<file path="config.mk">
export PLATFORM = sky130hd
export DESIGN_NAME = paddsb_accum_seq_flat
export DESIGN_NICKNAME = d
export VERILOG_FILES = /design/src/rtl/paddsb_accum_seq_if.sv /design/src/rtl/paddsb_accum_seq.sv /design/src/flat_wrapper.sv
export SDC_FILE = /design/constraint.sdc
export NUM_CORES = 1
export LEC_CHECK = 0
export CAP_MARGIN = 15
export CORE_MARGIN = 1
export CORE_UTILIZATION = 45
export CTS_BUF_LIST = sky130_fd_sc_hd__clkbuf_8
export CTS_CLUSTER_DIAMETER = 60
export DETAILED_ROUTE_END_ITERATION = 10
export GPL_TIMING_DRIVEN = 1
export MAX_ROUTING_LAYER = met4
export PLACE_DENSITY_LB_ADDON = 0.08
export SETUP_SLACK_MARGIN = 0.5
export SYNTH_ARGS = -nofsm -noshare
export SYNTH_HDL_FRONTEND = slang
export SYNTH_SLANG_ARGS = --single-unit
</file>
<file path="constraint.sdc">
create_clock -name clk -period 2.7 [get_ports clk]
set_input_delay 0.54 -clock clk [delete_from_list [all_inputs] [get_ports clk]]
set_output_delay 0.54 -clock clk [all_outputs]
set_load 0.05 [all_outputs]
</file>
<file path="src/rtl/paddsb_accum_seq_if.sv">
// Producer/consumer handshake bundle for the packed saturating-sum sequencer.
// The master side starts reductions, supplies input beats and accepts the result.
interface paddsb_accum_seq_if #(
  parameter int CNT_W = 5
) ();
  logic             start;
  logic [CNT_W-1:0] len;
  logic             in_valid;
  logic             in_ready;
  logic [15:0]      in_data;
  logic             res_valid;
  logic             res_ready;
  logic [15:0]      res_data;
  logic [3:0]       sat_flag;
  logic             busy;

  modport master (
    output start, len, in_valid, in_data, res_ready,
    input  in_ready, res_valid, res_data, sat_flag, busy
  );

  modport slave (
    input  start, len, in_valid, in_data, res_ready,
    output in_ready, res_valid, res_data, sat_flag, busy
  );
endinterface

</file>
<file path="src/rtl/paddsb_accum_seq.sv">
// Reduces a stream of packed 4x4-bit signed words into one per-lane saturating sum.
// It also keeps sticky per-lane saturation flags for the current reduction.
module PADDSB_16bit (
  input  logic [15:0] a,
  input  logic [15:0] b,
  output logic [15:0] sum,
  output logic [3:0]  ovf
);
  for (genvar i = 0; i < 4; i++) begin : g_lane
    logic [3:0] wrap;
    assign wrap          = a[4*i +: 4] + b[4*i +: 4];
    // Overflow only when both operands share a sign and the wrapped result flips it.
    assign ovf[i]        = (a[4*i+3] == b[4*i+3]) && (wrap[3] != a[4*i+3]);
    assign sum[4*i +: 4] = ovf[i] ? (a[4*i+3] ? 4'b1000 : 4'b0111) : wrap;
  end
endmodule

// state | meaning
// IDLE  | waiting for start; last result and sat_flag still visible
// ACCUM | accepting beats, cnt counts the beats still to come
// DONE  | result offered on res_data until the consumer takes it
module paddsb_accum_seq #(
  parameter int CNT_W = 5
) (
  input logic                clk,
  input logic                rst_n,
  paddsb_accum_seq_if.slave  bus
);
  localparam logic [1:0] IDLE  = 2'd0;
  localparam logic [1:0] ACCUM = 2'd1;
  localparam logic [1:0] DONE  = 2'd2;

  localparam logic [CNT_W-1:0] CNT_ZERO = '0;
  localparam logic [CNT_W-1:0] CNT_ONE  = {{(CNT_W-1){1'b0}}, 1'b1};

  logic [1:0]       state;
  logic [15:0]      acc;
  logic [CNT_W-1:0] cnt;
  logic [3:0]       sat;
  logic [15:0]      step_sum;
  logic [3:0]       step_ovf;

  PADDSB_16bit u_add (
    .a   (acc),
    .b   (bus.in_data),
    .sum (step_sum),
    .ovf (step_ovf)
  );

  always_ff @(posedge clk or negedge rst_n) begin
    if (!rst_n) begin
      state <= IDLE;
      acc   <= 16'h0000;
      cnt   <= CNT_ZERO;
      sat   <= 4'h0;
    end else begin
      case (state)
        IDLE: begin
          if (bus.start) begin
            acc <= 16'h0000;
            sat <= 4'h0;
            if (bus.len != CNT_ZERO) begin
              cnt   <= bus.len;
              state <= ACCUM;
            end else begin
              state <= DONE;
            end
          end
        end
        ACCUM: begin
          if (bus.in_valid) begin
            acc <= step_sum;
            sat <= sat | step_ovf;
            cnt <= cnt - CNT_ONE;
            if (cnt == CNT_ONE) state <= DONE;
          end
        end
        DONE: begin
          if (bus.res_ready) state <= IDLE;
        end
        default: state <= IDLE;
      endcase
    end
  end

  // in_ready depends on state only so the producer never sees a combinational loop.
  assign bus.in_ready  = (state == ACCUM);
  assign bus.res_valid = (state == DONE);
  assign bus.busy      = (state != IDLE);
  assign bus.res_data  = acc;
  assign bus.sat_flag  = sat;
endmodule

</file>
<file path="src/flat_wrapper.sv">
// flat-port wrapper written by rule: the top's interface ports become plain ports
module paddsb_accum_seq_flat 
#(
  parameter int CNT_W = 5
)
  (clk, rst_n, bus_start, bus_len, bus_in_valid, bus_in_data, bus_res_ready, bus_in_ready, bus_res_valid, bus_res_data, bus_sat_flag, bus_busy);
  paddsb_accum_seq_if #(.CNT_W(CNT_W)) bus_i ();
  input logic clk;
  input logic rst_n;
  input wire logic [$bits(bus_i.start)-1:0] bus_start;
  input wire logic [$bits(bus_i.len)-1:0] bus_len;
  input wire logic [$bits(bus_i.in_valid)-1:0] bus_in_valid;
  input wire logic [$bits(bus_i.in_data)-1:0] bus_in_data;
  input wire logic [$bits(bus_i.res_ready)-1:0] bus_res_ready;
  output wire logic [$bits(bus_i.in_ready)-1:0] bus_in_ready;
  output wire logic [$bits(bus_i.res_valid)-1:0] bus_res_valid;
  output wire logic [$bits(bus_i.res_data)-1:0] bus_res_data;
  output wire logic [$bits(bus_i.sat_flag)-1:0] bus_sat_flag;
  output wire logic [$bits(bus_i.busy)-1:0] bus_busy;
  assign bus_i.start = bus_start;
  assign bus_i.len = bus_len;
  assign bus_i.in_valid = bus_in_valid;
  assign bus_i.in_data = bus_in_data;
  assign bus_i.res_ready = bus_res_ready;
  assign bus_in_ready = bus_i.in_ready;
  assign bus_res_valid = bus_i.res_valid;
  assign bus_res_data = bus_i.res_data;
  assign bus_sat_flag = bus_i.sat_flag;
  assign bus_busy = bus_i.busy;
  paddsb_accum_seq #(.CNT_W(CNT_W)) u_core (.clk(clk), .rst_n(rst_n), .bus(bus_i));
endmodule
</file>
; Word-level counts from Yosys, hierarchy flattened
; Cells that the tools add are included.
[classes]
add_sub_neg = 5
n_eq_ne = 16
muxes = 24
bitwise_logic = 1
reduce_logical = 11
[ops]
columns = op, count
row1 = $mux 4, 10
row2 = $mux 16, 2
row3 = $pmux 16 s2, 1
row4 = $add 4x4->4, 4
row5 = $mux 5, 3
row6 = $mux 2, 5
row7 = $pmux 5 s2, 1
row8 = $pmux 4 s2, 1
row9 = $reduce_and 4->1, 2
row10 = $ne 2x2->1 const B, 3
row11 = $pmux 2 s3, 1
row12 = $eq 5x1->1 const B, 1
row13 = $reduce_bool 5->1, 1
row14 = $sub 5x1->5 const B, 1
row15 = $eq 1x1->1, 4
row16 = $logic_and 1x1->1, 4
row17 = $ne 1x1->1, 4
row18 = $ne 2x1->1 const B, 2
row19 = $or 4x4->4, 1
row20 = $reduce_bool 2->1, 2
row21 = $reduce_and 3->1, 1
row22 = $eq 2x1->1 const B, 1
row23 = $eq 2x2->1 const B, 1
row24 = $logic_not 2->1, 1
[totals]
regBits = 27
inputBits = 26
out_inout_bits = 23
wordCells = 61

; Longest topological paths before layout
; Gate-level depths: netlist of the first run.
[logic_depth]
word_depth = 6
depth_mapped = 8
ltp_nobuf = 7

; Modules after synthesis
; From an unflattened synthesis of the first run, not the netlist that was laid out.
[hier_totals]
cells_unflattened = 224
area_unflattened_um2 = 1990.7
[by_module_without_submodules]
columns = module, n_inst, cells_per_inst, area_per_inst_um2, seq_area_each_um2
row1 = paddsb_accum_seq, 1, 114, 1228.7, 675.6
row2 = PADDSB_16bit, 1, 110, 762.0, 0.0

; Worst setup path before layout of the first run
; No wires, ideal clock.
[synth_timing]
kind = reg-to-reg
start = register u_core.acc[14], in the netlist u_core.bus.res_data[14]
end = register u_core.acc[12], in the netlist u_core.bus.res_data[12]
setup_ps = 121
arrival_ps = 1933
required_ps = 2579
path_slack_ps = 647
stages_incl_launch_ff = 6
path_buffers = 0
synth_period_minus_slack_ps = 2053
cell_sequence = dfrtp_1 ha_1 or2_2 a21boi_0 o22ai_1 a22o_1
[synth_via]
elab_chain_cells = 6
[synth_rtl]
columns = item, line_no
row1 = "start, declared", paddsb_accum_seq.sv:37  ; logic [15:0] acc;
row2 = "start signal, assigned", paddsb_accum_seq.sv:72  ; acc <= step_sum;
row3 = $add 4x4->4, paddsb_accum_seq.sv:11  ; assign wrap = a[4*i +: 4] + b[4*i +: 4];
row4 = $ne 1x1->1, paddsb_accum_seq.sv:13  ; assign ovf[i] = (a[4*i+3] == b[4*i+3]) && (wrap[3] != a[4*i+3]);
row5 = $logic_and 1x1->1, paddsb_accum_seq.sv:13
row6 = $mux 4, paddsb_accum_seq.sv:14  ; assign sum[4*i +: 4] = ovf[i] ? (a[4*i+3] ? 4'b1000 : 4'b0111) : wrap;
row7 = $mux 16, paddsb_accum_seq.sv:71  ; if (bus.in_valid) begin
row8 = $pmux 16 s2, paddsb_accum_seq.sv:57  ; case (state)
; Every way passes these cells. The select of a mux whose other input is x is not followed.
; A chain may end at the register's enable or synchronous reset.

; Worst setup path in the final report of the first run
[layout_timing]
start = register u_core.acc[7], in the netlist u_core.bus.res_data[7]
end = output bus_res_data[7]
[layout_lines]
columns = item, line_no
row1 = "end, declared", flat_wrapper.sv:17  ; output wire logic [$bits(bus_i.res_data)-1:0] bus_res_data;
; No word-level cell between the ends.

==> results of run 1 <==
-- layout by cell type, fill, tap and decap left out, types with 2 or more instances in the layout --
| cell type | count |
|---|---|
| clkdlybuf4s50_1 | 45 |
| dfrtp_1 | 27 |
| inv_1 | 23 |
| ha_1 | 14 |
| a21oi_1 | 13 |
| nand2_1 | 12 |
| o22ai_1 | 12 |
| nor2_1 | 9 |
| o21ai_0 | 9 |
| a22o_1 | 8 |
| nor3_1 | 6 |
| and3_1 | 6 |
| nor4_1 | 5 |
| a211o_1 | 5 |
| buf_4 | 5 |
| or2_2 | 4 |
| a21boi_0 | 4 |
| o21ba_2 | 4 |
| a21boi_1 | 4 |
| o31a_1 | 4 |
| fa_1 | 4 |
| xor2_1 | 3 |
| a221o_1 | 3 |
| clkbuf_8 | 3 |
| and2_1 | 2 |
| or3_1 | 2 |
| dlygate4sd2_1 | 2 |
-- power breakdown --
| part | switching, mW | internal, mW | total (mW) | leakage (nW) |
|---|---|---|---|---|
| sequential | 0.180 | 0.577 | 0.757 | 0.311 |
| combinational | 1.20 | 0.839 | 2.04 | 0.808 |
| clock | 0.121 | 0.102 | 0.223 | 0.0269 |
| total | 1.50 | 1.52 | 3.02 | 1.15 |
-- flip-flops by register name (all words and copies together), names as in the netlist --
| name | cells |
|---|---|
| u_core.cnt | 5 |
| u_core.bus.sat_flag | 4 |
| u_core.state | 2 |
| u_core.bus.res_data | 16 |
-- synthesized netlist by cell type (5+ instances only) --
| master | number |
|---|---|
| a21oi_1 | 13 |
| nor4_1 | 5 |
| ha_1 | 14 |
| a22o_1 | 8 |
| o21ai_0 | 9 |
| dfrtp_1 | 27 |
| nor2_1 | 9 |
| and3_1 | 6 |
| o22ai_1 | 12 |
| a211o_1 | 5 |
| nand2_1 | 12 |
| nor3_1 | 6 |
| a21boi_0 | 8 |
| inv_1 | 22 |
-- metrics by stage --
step / power (mW) / hold WS [ps] / util [%]
2_1_floorplan: 2.22 / 244 / -
3_3_place_gp: 2.76 / 495 / 61.0
3_5_place_dp: 2.79 / 502 / 61.0
4_1_cts: 3.02 / 529 / 62.0
5_1_grt: 3.29 / 546 / 62.1
6_report: 3.02 / 522 / 62.1
-- timing repair --
item                                    CTS  global route
resized for setup                         3             7
buffers inserted                          0             0
cloned                                    0             0
endpoints found under the setup margin    3            13
hold endpoints to repair                  0             0
-- cell families (layout without fill, tap and decap cells) --
kind of cell	after synthesis	count (layout)	synth area share [%]
XOR/XNOR	4	4	1.79
buffers and inverters	29	80	6.79
flip-flops	27	27	34.6
multiplexers	1	1	0.512
AO/OA/AOI/OAI	75	75	28.4
AND/OR/NAND/NOR	53	53	14.9
adder cells (fa/ha/maj)	18	18	13.1
-- worst max-delay path by stage --
stage                                                     end                                 from  slack (ps)  cells after the start
after floorplan           u_core.bus.res_data[12]$_DFFE_PN0P_  u_core.bus.res_data[14]$_DFFE_PN0P_         650                      5
after global placement     u_core.bus.res_data[2]$_DFFE_PN0P_                       bus_in_data[2]         270                      6
after detailed placement   u_core.bus.res_data[6]$_DFFE_PN0P_                       bus_in_data[5]         230                      6
after CTS                  u_core.bus.res_data[6]$_DFFE_PN0P_                       bus_in_data[5]         500                      6
after global routing      u_core.bus.res_data[14]$_DFFE_PN0P_                      bus_in_data[12]         470                      8
final                                         bus_res_data[7]   u_core.bus.res_data[7]$_DFFE_PN0P_         580                      1
-- area by class of cell --
cell class | count | area (um2)
Tap cell | 50 | 62.6
Fill cell | 365 | 1550
Sequential cell | 27 | 676
Clock buffer | 3 | 41.3
Inverter | 23 | 88.8
Multi-Input combinational cell | 151 | 1150
Timing Repair Buffer | 53 | 510
Clock inverter | 1 | 3.75
-- routing by layer --
metal  share of wire, %  wire length, um
met1                 51             2270
met2                 45             1990
met3                2.9              128
met4               0.68               30
met5                  0                0
==> impl_results.md, run 1 <==
- Hold Violations, Final: 0
- Final-stage net count: 303
- DIE WIDTH: 67.9 um
- Vias in the first global route: 1654
- Max-slew headroom: 61.2%
- Max Freq: 0.473 GHz
- Clk slew on worst S/H paths: 90 ps
- CTS tree: done
- Average wire per standard cell: 14.3 um
- Tmin final: between 2000 and 2500 ps
- # diodes: 0
- CTS Buf Count: 3
- Pwr dens: 1190 mW/mm2
- Slowest stage cell, crit path: clkdlybuf4s50_1
- RD Place Congestion: 0.840
- Clock Skews: 1.02 ps
- GR Layer Usage met2: 33.8%
- Share of layout cells above drive strength 1: 8.91%
- Clock sink total: 27
- Core region area: 0.00409 mm2
- CP arrival: ~1600 ps
- Port Buf Inserts: 48
- Synthesized net count: 251
- Clock root cell: clkbuf_8
- Top cells by area, synth: dfrtp_1 (35%), ha_1 (9.0%), inv_1 (4.2%), fa_1 (4.1%), o22ai_1 (3.8%)
- Cell area after synthesis: ~0.0020 mm2
- Yosys reg bits: 27
- Final worst path period share: ~80%
- Worst reg2reg path startpoint: u_core.bus.res_data[6]$_DFFE_PN0P_
- Area grow syn2layout: 29.8%
- Largest net degree at the start of global routing: 28
- Crit Reg-Reg Endpoint: u_core.bus.res_data[6]$_DFFE_PN0P_
- Mean Syn Cell Area: 9.44 um2
- Outcome: finished clean
- Min-delay src: u_core.bus.sat_flag[2]$_DFFE_PN0P_
- CP Max Fanout: 7
- Initial DRC count: about 100
- Post-synth cell types: 44
- R2R Setup Slk: 860 ps
- H-tree depth: 1
- Global routing's busiest layer: met2
- R2R depth: 5
- First-pass GRT wire length: 7520 um
- Buffers plus inverters on the worst setup path: 1
- Synth top area share: 34.6%
- Startpoint types: flop
- Initial Util: 47.8%
- CP Cell Sequence: clkdlybuf4s50_1
- Max_cap viols: 0
- CP required: about 2200 ps
- ANT nets after route: 0
- Mapped Cells: 207
- Setup ws final: 584 ps
- Initial antenna violation count: 0
- Post-synth EDFFs: 0
- Synth warn: 0
- Worst setup EP type: output port
- Max VDD drop: ~0.51 mV
- Fin Setup TNS: 0 ps
- Die ar.: 0.00461 mm2
- Worst setup path category: reg -> out
- Grt met3 use: about 2.0%
- WHS Path Cells: 1
- Non-Filler Instances: 308
- Total GRT Usage: 21.9%
- CTS Hold Buffers Added: 0
- Hpwl dp: 3290 um
- Largest area contributor in the netlist: dfrtp_1
- Hold path endpoint: u_core.bus.sat_flag[2]$_DFFE_PN0P_
- Async S/R FF share, synth: 100%
- Cell Area, Placed: between 0.002 and 0.0025 mm2
- Setup WS pre-CTS: approximately 230 ps
- Max stage delay on crit path: roughly 840 ps
- Met1 GRT Util: 31.0%
- RSZ-0062 raised after global routing: yes
- I/O Pins: 49
- Reported leakage power: 1.15 nW
- Grt total ovfl: 0
- DRC errors left: 0
- Worst slew pin tran: 583 ps
- Clock Latency Late Sink: 260 ps
- CP top delay family: buffers and inverters
- Sequential area share after synthesis: around a third
- Final Max Tran Viols: 0
- Placed Instances: 304
- Die H: 67.9 um
- Routed wire length: 4420 um
- Maximum root-to-sink buffer count: 2
- Worst min path class: reg -> reg
- Router iterations before antenna repair: 4
- Vias post-DR: 1742
- Site row count: 23
- Final setup fails: 0
- Most used DFF post-synth: dfrtp_1
- Vias per std cell: 5.66
- Design Area, Final: about 0.0025 mm2
Note: power is estimated with default switching activity, not from simulation.
==> inputs of run 2 (changes only) <==
==> constraint.sdc (replaced) <==
create_clock -name clk -period 1.98 [get_ports clk]
set_input_delay 0.396 -clock clk [delete_from_list [all_inputs] [get_ports clk]]
set_output_delay 0.396 -clock clk [all_outputs]
set_load 0.05 [all_outputs]
==> run 2 against run 1 <==
Effect of this change: cell area up 27%; clock power up 43%; setup slack worse by 290 ps; wire length up 26%; highest routed layer unchanged.
==> impl_results.md, run 2 (synthesis gave the netlist of run 1 again) <==
- DRC errors left: 0
- CTS Buf Count: 3
- Vias per std cell: 5.73
- Largest net degree at the start of global routing: 28
- Vias in the first global route: 1948
- Clk slew on worst S/H paths: 100 ps
- Most frequent cells in the layout: buf_4 (36), inv_1 (19), dfrtp_1 (14)
- I/O Pins: 49
- Routed wire length: 5580 um
- Clock root cell: clkbuf_8
- Commonest non-fill, non-tap cell in the layout: buf_4
- Fin util: 78.7%
- RD Place Congestion: 0.846
- R2R Setup Slk: around 300 ps
- Design Area, Final: about 0.0032 mm2
- CP Max Fanout: 5
- Max-slew headroom: 76.5%
- Largest register FFs: 16
- Grt met3 use: 3.67%
- Area grow syn2layout: 64.5%
- Initial DRC count: 103
- Max_cap viols: 0
- CP arrival: 1850 ps
- Reported leakage power: ~1.4 nW
- RSZ-0062 raised after global routing: yes
- Final-stage net count: 340
- Pwr dens: 1660 mW/mm2
- CTS tree: done
- Worst setup path category: reg -> reg
- Final worst path period share: approximately 85%
- Maximum root-to-sink buffer count: 2
- DIE WIDTH: 67.9 um
- Sequential cell fraction of total power: 21.1%
- Router iterations before antenna repair: 4
- Final Max Tran Viols: 0
- Final setup fails: 0
- Total GRT Usage: approximately 26%
- Outcome: finished clean
- Cell Area, Placed: between 0.002 and 0.003 mm2
- Net Switching: 2.55 mW
- Site row count: 23
- Clock sink total: 27
- H-tree depth: 1
- Initial Util: around 48%
- Fin Setup TNS: 0 ps
- P_int: around 2.8 mW
- Port Buf Inserts: 48
- Non-Filler Instances: approximately 350
- Hold Slack: 491 ps
- Clock Latency Late Sink: between 200 and 300 ps
- Max Freq: 0.595 GHz
- Grt total ovfl: 0
- Fillers: 279
- # diodes: 0
- Worst min path class: in -> async
- GR Layer Usage met2: 43.9%
- Worst slew pin tran: around 350 ps
- Initial antenna violation count: 0
- CTS Hold Buffers Added: 0
- Hold Violations, Final: 0
- Average wire per standard cell: 16.2 um
- Die ar.: 0.00461 mm2
- Switching share of power: between 40% and 50%
- Met1 GRT Util: between 30% and 40%
- Global routing's busiest layer: met2
- ANT nets after route: 0
- Tmin final: 1680 ps
- Core region area: 0.00409 mm2
- Hpwl dp: 3650 um
- Clock power share: 6.0%
- Vias post-DR: 1978
- Max VDD drop: a little under 0.8 mV
- Share of layout cells above drive strength 1: 52.2%
- Clock Skews: 1.58 ps
- Die H: 67.9 um
- Startpoint types: flop
- First-pass GRT wire length: 8700 um
- CP required: 2150 ps
- Worst setup EP type: flop
- Placed Instances: approximately 320
- Combinational fraction of design power: 72.9%
[run 2: changes by cell type in the layout (fill, tap and decap cells not counted), moves of 8 or more]
cell / change
dfrtp_1: -13
ha_4: +12
dfrtp_2: +13
buf_6: +9
ha_1: -12
buf_2: +13
buf_4: +31
dlygate4sd2_1: +11
o21ai_0: -8
clkdlybuf4s50_1: -38
[run 2: layout make-up]
class	instances	area (um2)	share of cell area (%)
multi-input combinational	151	1550	48.2
timing repair buffer	90	776	24.1
sequential	27	692	21.5
inverter	23	88.8	2.76
tap	50	62.6	1.95
clock buffer	3	41.3	1.28
clock inverter	1	3.75	0.117
[run 2: final timing paths]
check | from | end | cells after the start
max in group asynchronous | rst_n | u_core.state[0]$_DFFE_PN0P_ | 2
worst min register to register | u_core.bus.sat_flag[3]$_DFFE_PN0P_ | u_core.bus.sat_flag[3]$_DFFE_PN0P_ | 1
worst max-delay path | u_core.bus.res_data[13]$_DFFE_PN0P_ | u_core.bus.res_data[13]$_DFFE_PN0P_ | 5
worst max register to register | u_core.bus.res_data[13]$_DFFE_PN0P_ | u_core.bus.res_data[13]$_DFFE_PN0P_ | 5
min in group clk | bus_len[1] | u_core.cnt[1]$_DFFE_PN0P_ | 4
worst min-delay path | rst_n | u_core.bus.res_data[9]$_DFFE_PN0P_ | 2
[run 2: timing repair]
item,CTS,global route
buffers inserted,13,5
resized for setup,99,51
pin swaps,20,17
endpoints found under the setup margin,46,41
[run 2: per-stage QoR]
stage	worst slack, ps	total power [mW]
after CTS	312	4.96
after detailed placement	-212	4.31
after floorplan	226	3.31
after global placement	-191	4.24
after global routing	232	5.68
final	298	5.34
[run 2: power groups by stage]
stage | Sequential (mW) | Combinational, mW | Clock [mW]
2_1_floorplan | 1.65 | 1.66 | 0
3_3_place_gp | 1.12 | 3.13 | 0
3_5_place_dp | 1.12 | 3.19 | 0
4_1_cts | 1.11 | 3.52 | 0.321
5_1_grt | 1.16 | 4.17 | 0.343
6_report | 1.13 | 3.89 | 0.320
[run 2: worst max-delay path, stage by stage (launching register included)]
cell,delay [ps]
dfrtp_2,450
ha_4,230
a211o_4,370
a21boi_4,230
o22ai_1,100
a22o_1,190
[run 2: routing by layer]
layer / vias up / routed length, um
met5: - / 0
met4: 0 / 31
li1: 937 / -
met2: 56 / 2800
met3: 4 / 245
met1: 981 / 2500
